### config.mk
export PLATFORM = sky130hd
export DESIGN_NAME = param_counter
export DESIGN_NICKNAME = d
export VERILOG_FILES = /design/src/rtl/param_counter.sv
export SDC_FILE = /design/constraint.sdc
export NUM_CORES = 1
export LEC_CHECK = 0
export CORE_MARGIN = 1
export CORE_UTILIZATION = 51
export CTS_BUF_LIST = sky130_fd_sc_hd__clkbuf_16
export DETAILED_ROUTE_END_ITERATION = 10
export PLACE_DENSITY = 0.8
export SKIP_CTS_REPAIR_TIMING = 1
export SYNTH_ARGS = -nofsm -noshare
export SYNTH_HDL_FRONTEND = slang
export SYNTH_SLANG_ARGS = --single-unit
### constraint.sdc
create_clock -name clk -period 2.55 [get_ports clk]
set_input_delay 0.255 -clock clk [delete_from_list [all_inputs] [get_ports clk]]
set_output_delay 0.255 -clock clk [all_outputs]
set_load 0.01 [all_outputs]
### src/rtl/param_counter.sv
// Parametrised up/down counter with a runtime inclusive bound, parallel load, wrap or saturate
// at the bounds, a registered terminal-count pulse and sticky overflow/underflow flags.
module param_counter #(
    parameter int unsigned WIDTH    = 8,
    parameter int unsigned SATURATE = 0
) (
    input  logic             clk,
    input  logic             reset,
    input  logic             enable,
    input  logic             up_down,
    input  logic             load,
    input  logic [WIDTH-1:0] load_value,
    input  logic [WIDTH-1:0] max_value,
    input  logic             clear_flags,
    output logic [WIDTH-1:0] count,
    output logic             tc,
    output logic             overflow,
    output logic             underflow
);

    localparam bit Sat = (SATURATE != 0);

    logic [WIDTH-1:0] count_q, count_d;
    logic             tc_q, tc_d;
    logic             overflow_q, overflow_d;
    logic             underflow_q, underflow_d;
    logic             ovf_event, unf_event;

    always_comb begin
        count_d   = count_q;
        tc_d      = 1'b0;
        ovf_event = 1'b0;
        unf_event = 1'b0;

        if (load) begin
            count_d = (load_value > max_value) ? max_value : load_value;
        end else if (enable) begin
            if (up_down) begin
                if (count_q >= max_value) begin
                    count_d   = Sat ? max_value : '0;
                    tc_d      = 1'b1;
                    ovf_event = 1'b1;
                end else begin
                    count_d = count_q + 1'b1;
                end
            end else begin
                if (count_q == '0) begin
                    count_d   = Sat ? '0 : max_value;
                    tc_d      = 1'b1;
                    unf_event = 1'b1;
                end else if (count_q > max_value) begin
                    // Bound was lowered under the count: pull back into range quietly.
                    count_d = max_value;
                end else begin
                    count_d = count_q - 1'b1;
                end
            end
        end

        // A new event in the same cycle as clear_flags keeps the flag set.
        overflow_d  = ovf_event | (overflow_q & ~clear_flags);
        underflow_d = unf_event | (underflow_q & ~clear_flags);
    end

    always_ff @(posedge clk) begin
        if (reset) begin
            count_q     <= '0;
            tc_q        <= 1'b0;
            overflow_q  <= 1'b0;
            underflow_q <= 1'b0;
        end else begin
            count_q     <= count_d;
            tc_q        <= tc_d;
            overflow_q  <= overflow_d;
            underflow_q <= underflow_d;
        end
    end

    assign count     = count_q;
    assign tc        = tc_q;
    assign overflow  = overflow_q;
    assign underflow = underflow_q;

endmodule

==> results of run 1 <==
==> per-layer routing <==
layer / wire length [µm] / track usage, % / up-vias
li1: - / - / 863
met1: 2110 / 44.5 / 844
met2: 2400 / 54.5 / 102
met3: 386 / 3.92 / 12
met4: 84 / 9.76 / 0
met5: 0 / 0 / -
==> worst paths after layout <==
check / slack (ns) / start / end / depth (start not counted)
worst max register to register: 0.15 / count[0] / count[6] / 8
worst min-delay path: 0.51 / overflow / overflow / 2
worst max-delay path: 0.12 / max_value[1] / count[6] / 9
worst min register to register: 0.51 / overflow / overflow / 2
==> flip-flops by register name, summed over array words and instances, names as in the netlist <==
signal and count:
overflow 1, count 8, tc 1, underflow 1
==> kinds of logic after synthesis <==
family	share of synthesized area (%)
AO/OA/AOI/OAI	27.6
XOR/XNOR	1.73
adder cells (fa/ha/maj)	15.7
buffers and inverters	7.25
flip-flops	14.5
multiplexers	6.76
AND/OR/NAND/NOR	26.5
==> power breakdown <==
| group | total, mW | switching [mW] | leakage, nW | internal [mW] |
|---|---|---|---|---|
| registers | 0.208 | 0.0181 | 0.0908 | 0.190 |
| clock network | 0.289 | 0.0827 | 0.0423 | 0.206 |
| logic | 0.520 | 0.270 | 0.766 | 0.250 |
| total | 1.02 | 0.370 | 0.899 | 0.647 |
==> area by class of cell <==
cell class,count,share of cell area [%]
clock buffer,3,3.54
clock inverter,1,0.177
inverter,15,2.66
multi-input combinational,163,56.4
sequential,11,10.4
tap,31,1.83
timing repair buffer,60,25.0
==> cell usage in the layout (no fill, tap or decap), drive strengths merged, types with 3 or more instances in the layout <==
master,count
nor2b,5
o31ai,4
ha,19
a31oi,5
nor4,5
or3,3
nor3,7
a21oi,14
and3,3
inv,15
nand3,9
clkdlybuf4s50,32
nand4,5
o21ai,14
mux2i,8
dfxtp,11
nand2,13
buf,28
a211oi,4
nor2,16
clkbuf,3
==> critical path: cells and delay by family <==
| family | cells | cell delay [ns] |
|---|---|---|
| adders and majority gates | 1 | 0.30 |
| AOI/OAI and AO/OA | 4 | 0.83 |
| buffers and inverters | 2 | 0.57 |
| and+or+nand+nor | 2 | 0.60 |
==> flow_summary.toml, run 1 <==
[worst_setup_path]
arrival_ns = 2.56
startpoint_type = "primary input"
cp_max_fo = 9
crit_path_top_delay_cell = "clkdlybuf4s50_1"
cp_cell_sequence = "clkdlybuf4s50_1, inv_1, ha_1, nor2b_2, o211ai_2, a211oi_2, or3_4, a21o_2, o311ai_0"
critPathCaptureType = "flip-flop"
cp_slowest_stage_delay_ns = 0.50
required_ns = 2.68
critPathKind = "in2reg"

[drt]
ant_nets = 0
dr_total_vias = 1821
drc = 0
wl_per_cell_um = 17.5
drt_wl_total_um = 4980
drtIter0Drc = 133
dr.pass1.iters = 4
vias_per_cell = 6.41

[floorplan]
core_um2 = 2780
die_x_um = 56.6
dieHeight_um = 56.6
dieArea_um2 = 3200
rows = 19
pin_count = 33
start_util_pct = 54.6

[logic_synthesis]
syn_nets = 239
synth_top_area_share_pct = 15.7
yosysTopAreaCell = "ha_1"
ys_types = 52
avgSynthCellArea_um2 = 7.67
synth-seq-cells = 11
ys.flop_type = "dfxtp_1"
synth_async_sr_flop_share_pct = 0
yosysSeqAreaShare_pct = 14.5
synth.cell_area_um2 = 1520
synthCells = 198
netlist_top_cells_area = "ha_1 16%, dfxtp_1 15%, mux2i_1 5.3%"
synth_edf_count = 0
synth.most_common_cell = "ha_1"
ys_warn_count = 0
synth_top_cells_by_count = "19 x ha_1, 15 x nor2_1, 14 x a21oi_1, 14 x inv_1"

[clock_network]
clock-sinks = 11
htreeDepth = 1
clk_latency_ns = 0.24
cts_buffer_depth = 2
clock-root-buffer = "clkbuf_16"
clk_pin_slew_ns = 0.04
cts_buffers = 3
cts_tree = "done"

[sta]
min_period_over_period_pct = 95.3
final_hold_viol_count = 0
slew_headroom_pct = 65.3
finalSetupViolations = 0
fmax_ghz = 0.411
worst_slew_pin_slew_ns = 0.516
rsz0062_at_grt = "no"
setup_slack_ns = 0.120
final.setup_skew_ns = 0.00225
tns_ns = 0
fin_crit_ns = 2.43
holdWs_ns = 0.507
slew_violations = 0

[final_layout]
final_util_pct = 76.2
drive_gt1_share_pct = 18.6
area_growth_pct = 39.7
layout.nets = 295
nFillCells = 208
regArea_um2 = 220
stdcell_count = 284
multi_input_area_um2 = 1190
final_cell_area_um2 = 2120
n_antenna_cell = 0

[power_and_ir_drop]
total_leakage_power_nw = 0.899
vdd_drop_max_uv = 468
p_per_area_nw_per_um2 = 480
p_total_mw = 1.02

[status]
status = "finished, final reports clean"

[placed_design]
dpl-instance-area_um2 = 2030
post-place-ws_ns = -0.0925
dp_hpwl_um = 3940
routabilityCongestion = 0.957
dp.cells = 280
io_buffers = 32

[flow_run]
maxCapViolations = 0

[grt]
grt_remaining_overflow = 0
antenna_found_initial = 0
grt_pass1_vias = 1736
grt_max_degree = 17
grt_use_total_pct = 32.9
grt_pass1_wl_um = 8250

[min_path]
hp-class = "reg2reg"
Power figures use the tool's default switching activity.
==> run 2: changes to the inputs <==
ABC_CLOCK_PERIOD_IN_PS = 2550   (was not set)
==> results of run 2 <==
The final DEF is identical to that of run 1; final timing and power are the same.
